`config.mk`:
```
export PLATFORM = sky130hd
export DESIGN_NAME = fallthrough_fifo_hash_flat
export DESIGN_NICKNAME = d
export VERILOG_FILES = /design/src/rtl/fallthrough_fifo_hash_if.sv /design/src/rtl/fallthrough_fifo_hash.sv /design/src/flat_wrapper.sv
export SDC_FILE = /design/constraint.sdc
export NUM_CORES = 1
export LEC_CHECK = 0
export ABC_AREA = 1
export CAP_MARGIN = 0
export CORE_UTILIZATION = 35
export CTS_BUF_LIST = sky130_fd_sc_hd__clkbuf_16
export CTS_CLUSTER_DIAMETER = 30
export DETAILED_ROUTE_END_ITERATION = 12
export SLEW_MARGIN = 0
export SYNTH_ARGS = -nofsm -noshare
export SYNTH_HDL_FRONTEND = slang
export SYNTH_SLANG_ARGS = --single-unit
```
`constraint.sdc`:
```
create_clock -name clk -period 19.2 [get_ports clk]
set_clock_uncertainty 0.1 [all_clocks]
set_input_delay 2.88 -clock clk [delete_from_list [all_inputs] [get_ports clk]]
set_output_delay 2.88 -clock clk [all_outputs]
set_load 0.005 [all_outputs]
```
`src/rtl/fallthrough_fifo_hash_if.sv`:
```
// Bus bundle for fallthrough_fifo_hash: FIFO write/pop handshake plus the
// flow-tuple hash input and its two bloom-filter indices.
interface fallthrough_fifo_hash_if #(
  parameter int WIDTH        = 72,
  parameter int INPUT_WIDTH  = 96,
  parameter int OUTPUT_WIDTH = 19
);
  logic [WIDTH-1:0]        din;
  logic                    wr_en;
  logic                    rd_en;
  logic [WIDTH-1:0]        dout;
  logic                    full;
  logic                    nearly_full;
  logic                    empty;
  logic [INPUT_WIDTH-1:0]  data;
  logic [OUTPUT_WIDTH-1:0] hash_0;
  logic [OUTPUT_WIDTH-1:0] hash_1;

  // Upstream producer / consumer side.
  modport master (
    output din, wr_en, rd_en, data,
    input  dout, full, nearly_full, empty, hash_0, hash_1
  );

  // The FIFO + hash block itself.
  modport slave (
    input  din, wr_en, rd_en, data,
    output dout, full, nearly_full, empty, hash_0, hash_1
  );
endinterface

```
`src/rtl/fallthrough_fifo_hash.sv`:
```
// fallthrough_fifo_hash: first-word-fall-through FIFO ahead of the header
// parser, plus a combinational dual-index hash of a TCP flow tuple for the
// bloom filter. The two halves share only clk and reset.
// Optional macro FIFO_HASH_ERR_CHECK_EN enables simulation-only messages on
// a write while full and a pop while empty; datapath behaviour is unchanged.
module fallthrough_fifo_hash #(
  parameter int WIDTH          = 72,
  parameter int MAX_DEPTH_BITS = 3,
  parameter int INPUT_WIDTH    = 96,
  parameter int OUTPUT_WIDTH   = 19
) (
  input logic                     clk,
  input logic                     reset,
  fallthrough_fifo_hash_if.slave  bus
);

  localparam int DEPTH = 1 << MAX_DEPTH_BITS;
  localparam logic [MAX_DEPTH_BITS:0] DEPTH_CNT   = (MAX_DEPTH_BITS+1)'(DEPTH);
  localparam logic [MAX_DEPTH_BITS:0] NEARLY_CNT  = (MAX_DEPTH_BITS+1)'(DEPTH - 1);
  localparam int NUM_SLICES = (INPUT_WIDTH + OUTPUT_WIDTH - 1) / OUTPUT_WIDTH;
  localparam int PAD_WIDTH  = NUM_SLICES * OUTPUT_WIDTH;

  // ---------------------------------------------------------------------
  // FIFO
  // ---------------------------------------------------------------------
  logic [WIDTH-1:0]          mem [DEPTH];
  logic [MAX_DEPTH_BITS-1:0] wr_ptr;
  logic [MAX_DEPTH_BITS-1:0] rd_ptr;
  logic [MAX_DEPTH_BITS:0]   count;
  logic                      wr_accept;
  logic                      rd_accept;

  // A write while full is dropped even if a pop happens in the same cycle,
  // so acceptance looks only at the registered flags.
  assign wr_accept = bus.wr_en && !bus.full;
  assign rd_accept = bus.rd_en && !bus.empty;

  // Pointer and occupancy update; reset flushes the FIFO and beats wr/rd.
  // NOTE: sequential state uses non-blocking (<=) so every register samples
  // the pre-edge values of its neighbours regardless of statement order.
  always_ff @(posedge clk) begin
    if (reset) begin
      wr_ptr <= '0;
      rd_ptr <= '0;
      count  <= '0;
    end else begin
      if (wr_accept) wr_ptr <= wr_ptr + 1'b1;
      if (rd_accept) rd_ptr <= rd_ptr + 1'b1;
      case ({wr_accept, rd_accept})
        2'b10:   count <= count + 1'b1;
        2'b01:   count <= count - 1'b1;
        default: count <= count;
      endcase
    end
  end

  // Storage write port.
  // NOTE: the storage array has no reset; the pointers and count define
  // which entries are valid, so clearing the array would only add logic.
  always_ff @(posedge clk) begin
    if (!reset && wr_accept) mem[wr_ptr] <= bus.din;
  end

  // Fall-through head and flags, all derived from registered state.
  assign bus.dout        = mem[rd_ptr];
  assign bus.full        = (count == DEPTH_CNT);
  assign bus.nearly_full = (count >= NEARLY_CNT);
  assign bus.empty       = (count == '0);

`ifdef FIFO_HASH_ERR_CHECK_EN
`ifndef SYNTHESIS
  // Simulation-only misuse reporting.
  always_ff @(posedge clk) begin
    if (!reset) begin
      if (bus.wr_en && bus.full)
        $display("ERROR: fallthrough_fifo_hash write while full at time %0t", $time);
      if (bus.rd_en && bus.empty)
        $display("ERROR: fallthrough_fifo_hash read while empty at time %0t", $time);
    end
  end
`endif
`endif

  // ---------------------------------------------------------------------
  // Hash
  // ---------------------------------------------------------------------
  function automatic logic [OUTPUT_WIDTH-1:0] rotl(input logic [OUTPUT_WIDTH-1:0] v,
                                                   input int r);
    logic [2*OUTPUT_WIDTH-1:0] dbl;
    dbl = {v, v} << r;
    return dbl[2*OUTPUT_WIDTH-1 -: OUTPUT_WIDTH];
  endfunction

  logic [PAD_WIDTH-1:0]    padded;
  logic [OUTPUT_WIDTH-1:0] slice;
  logic [OUTPUT_WIDTH-1:0] h0;
  logic [OUTPUT_WIDTH-1:0] h1;

  // The final slice is partial; zero-extending the tuple handles it.
  assign padded = PAD_WIDTH'(bus.data);

  // Fold the slices: plain XOR for index 0, per-slice rotation for index 1.
  // NOTE: every always_comb output gets a default first so no path can
  // leave it unassigned and infer a latch.
  always_comb begin
    h0    = '0;
    h1    = '0;
    slice = '0;
    for (int i = 0; i < NUM_SLICES; i++) begin
      slice = padded[i*OUTPUT_WIDTH +: OUTPUT_WIDTH];
      h0    = h0 ^ slice;
      h1    = h1 ^ rotl(slice, i % OUTPUT_WIDTH);
    end
  end

  assign bus.hash_0 = h0;
  assign bus.hash_1 = h1;

endmodule

```
`src/flat_wrapper.sv`:
```
// flat-port wrapper written by rule: the top's interface ports become plain ports
module fallthrough_fifo_hash_flat 
#(
  parameter int WIDTH          = 72,
  parameter int MAX_DEPTH_BITS = 3,
  parameter int INPUT_WIDTH    = 96,
  parameter int OUTPUT_WIDTH   = 19
)
  (clk, reset, bus_din, bus_wr_en, bus_rd_en, bus_data, bus_dout, bus_full, bus_nearly_full, bus_empty, bus_hash_0, bus_hash_1);
  fallthrough_fifo_hash_if #(.WIDTH(WIDTH), .INPUT_WIDTH(INPUT_WIDTH), .OUTPUT_WIDTH(OUTPUT_WIDTH)) bus_i ();
  input logic clk;
  input logic reset;
  input wire logic [$bits(bus_i.din)-1:0] bus_din;
  input wire logic [$bits(bus_i.wr_en)-1:0] bus_wr_en;
  input wire logic [$bits(bus_i.rd_en)-1:0] bus_rd_en;
  input wire logic [$bits(bus_i.data)-1:0] bus_data;
  output wire logic [$bits(bus_i.dout)-1:0] bus_dout;
  output wire logic [$bits(bus_i.full)-1:0] bus_full;
  output wire logic [$bits(bus_i.nearly_full)-1:0] bus_nearly_full;
  output wire logic [$bits(bus_i.empty)-1:0] bus_empty;
  output wire logic [$bits(bus_i.hash_0)-1:0] bus_hash_0;
  output wire logic [$bits(bus_i.hash_1)-1:0] bus_hash_1;
  assign bus_i.din = bus_din;
  assign bus_i.wr_en = bus_wr_en;
  assign bus_i.rd_en = bus_rd_en;
  assign bus_i.data = bus_data;
  assign bus_dout = bus_i.dout;
  assign bus_full = bus_i.full;
  assign bus_nearly_full = bus_i.nearly_full;
  assign bus_empty = bus_i.empty;
  assign bus_hash_0 = bus_i.hash_0;
  assign bus_hash_1 = bus_i.hash_1;
  fallthrough_fifo_hash #(.WIDTH(WIDTH), .MAX_DEPTH_BITS(MAX_DEPTH_BITS), .INPUT_WIDTH(INPUT_WIDTH), .OUTPUT_WIDTH(OUTPUT_WIDTH)) u_core (.clk(clk), .reset(reset), .bus(bus_i));
endmodule
```
Yosys cells after proc, flatten, opt, wreduce, memory -nomap -nowiden. Memory sizes are Yosys's and may differ from the RTL's. A register that Yosys moved wholly into a read port is not among the register bits. Cells that the tools add are included.

Flip-flop bits (word level): 10. Latch bits: 0. RAM bits: 576. Memory bits (read-only): 0. Output and inout port bits: 113. Word-level logic and storage cells: 35. Memories kept: 1.

Memories: u_core.mem (depth 8, width 72, rd ports 1, clocked after memory_dff 1, write ports 1, line fallthrough_fifo_hash.sv:26) `logic [WIDTH-1:0] mem [DEPTH];`.

Add/sub/neg operators: 4. Multipliers: 0. Div/mod/pow operators: 0. $lt $le $gt $ge: 1. Equal/unequal tests: 3. Shift operators: 0. Muxes and demuxes: 5. Bitwise logic cells: 10. Reduce and logical (&&, ||, !) cells: 8.

Operator list (count): XOR 19 bit (8); XOR 19 x 1 -> 19 bit (1); XOR 19 x 6 -> 19 bit (1); case mux 4 bit (2 select lines) (1); adder 3 x 1 -> 3 bit, second input constant (2); 2-to-1 mux 3 bit (2); adder 4 x 1 -> 4 bit, second input constant (1); equality test 4 bit, second input constant (1); >= comparator 4 x 3 -> 1 bit, second input constant (1); logical NOT 4 bit (1); subtractor 4 x 1 -> 4 bit, second input constant (1); logical AND 1 bit (3); logical NOT 1 bit (3); equality test 2 x 1 -> 1 bit, second input constant (1); equality test 2 bit, second input constant (1); 2-to-1 mux 1 bit (2); nonzero test 2 bit (1).

Logic depth before layout (Yosys ltp).
Depth after elaboration: 6. Depth in mapped cells: 16. Mapped depth without buffers: 15.

Worst setup path after synthesis. Ideal clock, no wire load.

Path type: input to register. From: input port bus_wr_en. To: memory u_core.mem[6][0], enable pin. Library setup time: 591 ps. Data arrival time: 8167 ps. Required time: 18509 ps. Setup slack: 10342 ps. Stages on the path: 5. Buffers on the path: 1. Path through: nand2_1 buf_2 nor2_1 inv_1 nor3_1.

Word-level cells in the longest chain between the ends: 4.

RTL lines: from (decl) (line flat_wrapper.sv:14) `input wire logic [$bits(bus_i.wr_en)-1:0] bus_wr_en;`; logical AND 1 bit (line fallthrough_fifo_hash.sv:35) `assign wr_accept = bus.wr_en && !bus.full;`; logical AND 1 bit (line fallthrough_fifo_hash.sv:61) `if (!reset && wr_accept) mem[wr_ptr] <= bus.din;`; 2-to-1 mux 1 bit (line fallthrough_fifo_hash.sv:61); 2-to-1 mux 1 bit (implied by the code) (line fallthrough_fifo_hash.sv:61); to (decl) (line fallthrough_fifo_hash.sv:26).

No other way between the ends.

Final worst setup path.
From: input port bus_data[90]. To: output port bus_hash_0[14].

Word-level cells in the longest chain between the ends: 2.

RTL lines: from (decl) (line flat_wrapper.sv:16) `input wire logic [$bits(bus_i.data)-1:0] bus_data;`; XOR 19 bit (line fallthrough_fifo_hash.sv:111) `h0 = h0 ^ slice;`; XOR 19 x 1 -> 19 bit (line fallthrough_fifo_hash.sv:111); to (decl) (line flat_wrapper.sv:21) `output wire logic [$bits(bus_i.hash_0)-1:0] bus_hash_0;`.

No other way between the ends.

==> impl_metrics.env <==
export IMPL_root_buffer="clkbuf_16"
export IMPL_dp_cells=3012
export IMPL_path_cells="clkdlybuf4s50_1 > xnor2_1 > xnor2_1 > xor2_1 > clkdlybuf4s50_1"
export IMPL_cp_required_ps=16220
export IMPL_cp_max_fo=2
export IMPL_synth_flop_cell="edfxtp_1"
export IMPL_synth_top_area_share_pct=70.9
export IMPL_fin_cells=3201
export IMPL_min_path_type="register to register"
export IMPL_ant_nets=0
export IMPL_track_usage_pct=17.4
export IMPL_crit_type="primary input to primary output"
export IMPL_path_delay_family="buffers and inverters"
export IMPL_ys_warn_count=0
export IMPL_drt_pass1_iter_count=5
export IMPL_ir_worst_vdd_v=0.0000994
export IMPL_final_max_slew_violation_count=0
export IMPL_power_density_nw_per_um2=133
export IMPL_cts_sinks=589
export IMPL_critPathCaptureType="primary output"
export IMPL_cts_tree="built"
export IMPL_io_pins=285
export IMPL_async_reset_ff_share_pct=0
export IMPL_fmax_mhz=132
export IMPL_synth_most_common_cell="edfxtp_1"
export IMPL_drc=0
export IMPL_dr_total_vias=16000
export IMPL_initial_core_util_pct=35.5
export IMPL_cts_made_buffers=102
export IMPL_final_core_util_pct=45.6
export IMPL_clk_pin_slew_worst_paths_ps=50
export IMPL_gp_congestion=0.753
export IMPL_grt_pass1_wl_mm=93.5
export IMPL_grt_pass1_vias=16500
export IMPL_crit_path_top_delay_cell="clkdlybuf4s50_1"
export IMPL_portBuffers=284
export IMPL_start_kind="primary input"
export IMPL_netlist_instances=1883
export IMPL_die_w_um=266
export IMPL_timing_critical_path_buf_inv=2
export IMPL_slowest_delay_ps=560
export IMPL_antenna_found_initial=12
export IMPL_postCtsSetupRepairBufs=0
export IMPL_leakagePower_nw=10.7
export IMPL_wirelength_mm=62.5
export IMPL_synth_seq_area_share_pct=71.9
export IMPL_maxCapViolCount=0
export IMPL_cts_max_level=3
export IMPL_yosysTopAreaCell="edfxtp_1"
export IMPL_yosys_top_cells_area="edfxtp_1 71%, nor2_1 6.8%, o32ai_1 5.2%"
export IMPL_max_slew_margin_rel_pct=21.6
export IMPL_dieArea_um2=70800
export IMPL_finalCritPeriodShare_pct=39.6
export IMPL_cts_hold_buffers=0
export IMPL_syn_to_final_growth_pct=28.6
export IMPL_cts_resized=0
export IMPL_synth_distinct_cells=23
export IMPL_drt_iter0_drc=1046
export IMPL_hpwl_mm=34.6
export IMPL_synth_edf_count=576
export IMPL_avgViaCountPerCell=5.01
export IMPL_grt_max_degree=189
export IMPL_run_status="completed"
export IMPL_grt_overflow=0
export IMPL_syn_num_nets=2059
export IMPL_fin_area_um2=31400
export IMPL_clk_latency_ps=620
export IMPL_place_area_um2=28000
export IMPL_final_nets=2361
export IMPL_cts_max_path_buffers=3
export IMPL_drive_above_1_share_pct=8.68
export IMPL_rsz0062_at_grt="false"
export IMPL_syn_area_um2=24400
export IMPL_coreArea_um2=68800
export IMPL_period_needed_ps=7600
export IMPL_rows=96
export IMPL_setup_viol=0
export IMPL_fin_tns_setup_ps=0
export IMPL_worst_pin_slew_ps=1180
export IMPL_cp_arrival_ps=4620
export IMPL_synth_seq_cells=589
export IMPL_hold_violations=0
export IMPL_ff2ff_setup_slack_ps=15650
export IMPL_dieHeight_um=266
export IMPL_synth_common_cells="576 x edfxtp_1, 444 x nor2_1, 236 x nand2_1"
export IMPL_fill_cells=6033
export IMPL_whs_ps=351
export IMPL_syn_avg_cell_area_um2=13.0
export IMPL_wl_per_cell_um=19.5
area by class of cell:
type	instances	area, um2	share of cell area [%]
Multi-Input combinational cell	1158	6150	19.6
Clock inverter	85	786	2.50
Tap cell	931	1160	3.71
Timing Repair Buffer	310	3040	9.68
Clock buffer	103	2580	8.21
Antenna cell	1	2.50	0.00797
Sequential cell	589	17600	56.0
Inverter	24	98.8	0.315
sequential cells by signal, indices dropped and copies added (netlist names), named ones only:
| register | cells |
|---|---|
| u_core.mem | 576 |
| u_core.rd_ptr | 3 |
| u_core.count | 4 |
| u_core.wr_ptr | 3 |
per-stage QoR:
stage	total power [mW]	worst slack, ps
global route	4.36	11590
CTS	4.21	11580
global placement	2.44	11580
finish	4.17	11600
detailed placement	2.47	11590
floorplan	2.05	10340
path summary, 6_finish.rpt:
path / from / endpoint / cells after the start
min reg2reg: u_core.rd_ptr[2]$_SDFFE_PP0N_ / register / 2
max reg2reg: u_core.count[0]$_SDFFE_PP0P_ / u_core.mem[5][42]$_DFFE_PP_ / 7
min: u_core.rd_ptr[2]$_SDFFE_PP0N_ / register / 2
max: bus_data[90] / bus_hash_0[14] / 5
kinds of logic after synthesis:
| kind of cell | count (synthesis) | share of synthesized area, % |
|---|---|---|
| and+or+nand+nor | 693 | 10.7 |
| xor gates and xnor gates | 155 | 5.56 |
| DFF | 589 | 71.9 |
| buffers and inverters | 136 | 3.08 |
| AOI/OAI and AO/OA | 306 | 8.50 |
| adders and majority gates | 4 | 0.205 |
power by group:
group	switching (mW)	internal [mW]	leakage (nW)
clock	0.600	1.13	1.66
sequential	0.0255	1.45	5.31
combinational	0.536	0.423	3.77
total	1.16	3.01	10.7
layout by cell type (no fill, tap or decap):
cell type        Yosys  routed
clkinvlp_4           0      15
dfxtp_1             13      10
nor2_1             444     440
buf_4                7      26
clkbuf_16            0     103
clkinv_1             0      16
bufinv_16            0      12
ha_1                 4       4
o32ai_1            144     144
o21ai_0            152     152
o31ai_1              1       1
clkinv_2             0      17
inv_6                0       8
dfxtp_4              0       3
xnor2_1             76      76
nor3_2               0       4
inv_8                0       1
diode_2              0       1
a21oi_1              9       9
nand2_1            236     236
nor3b_1              1       1
clkinv_4             0       2
nor2_4               0       4
inv_1               22      36
clkdlybuf4s50_1      0     284
clkinv_8             0       2
edfxtp_1           576     576
nand3_1              7       7
nor3_1               5       1
xor2_1              79      79
routing by layer:
layer	routed length, um	global-route usage (%)
met1	25000	20.5
met2	30900	30.0
met3	4740	4.81
met4	1740	6.73
met5	139	0
worst reg2reg max path: cells and delay by family, from the launching register on:
kind | cells | cell delay [ps]
buf+inv | 1 | 820
simple gates | 6 | 1860
flops | 1 | 380
(Power assumes the default switching activity.)
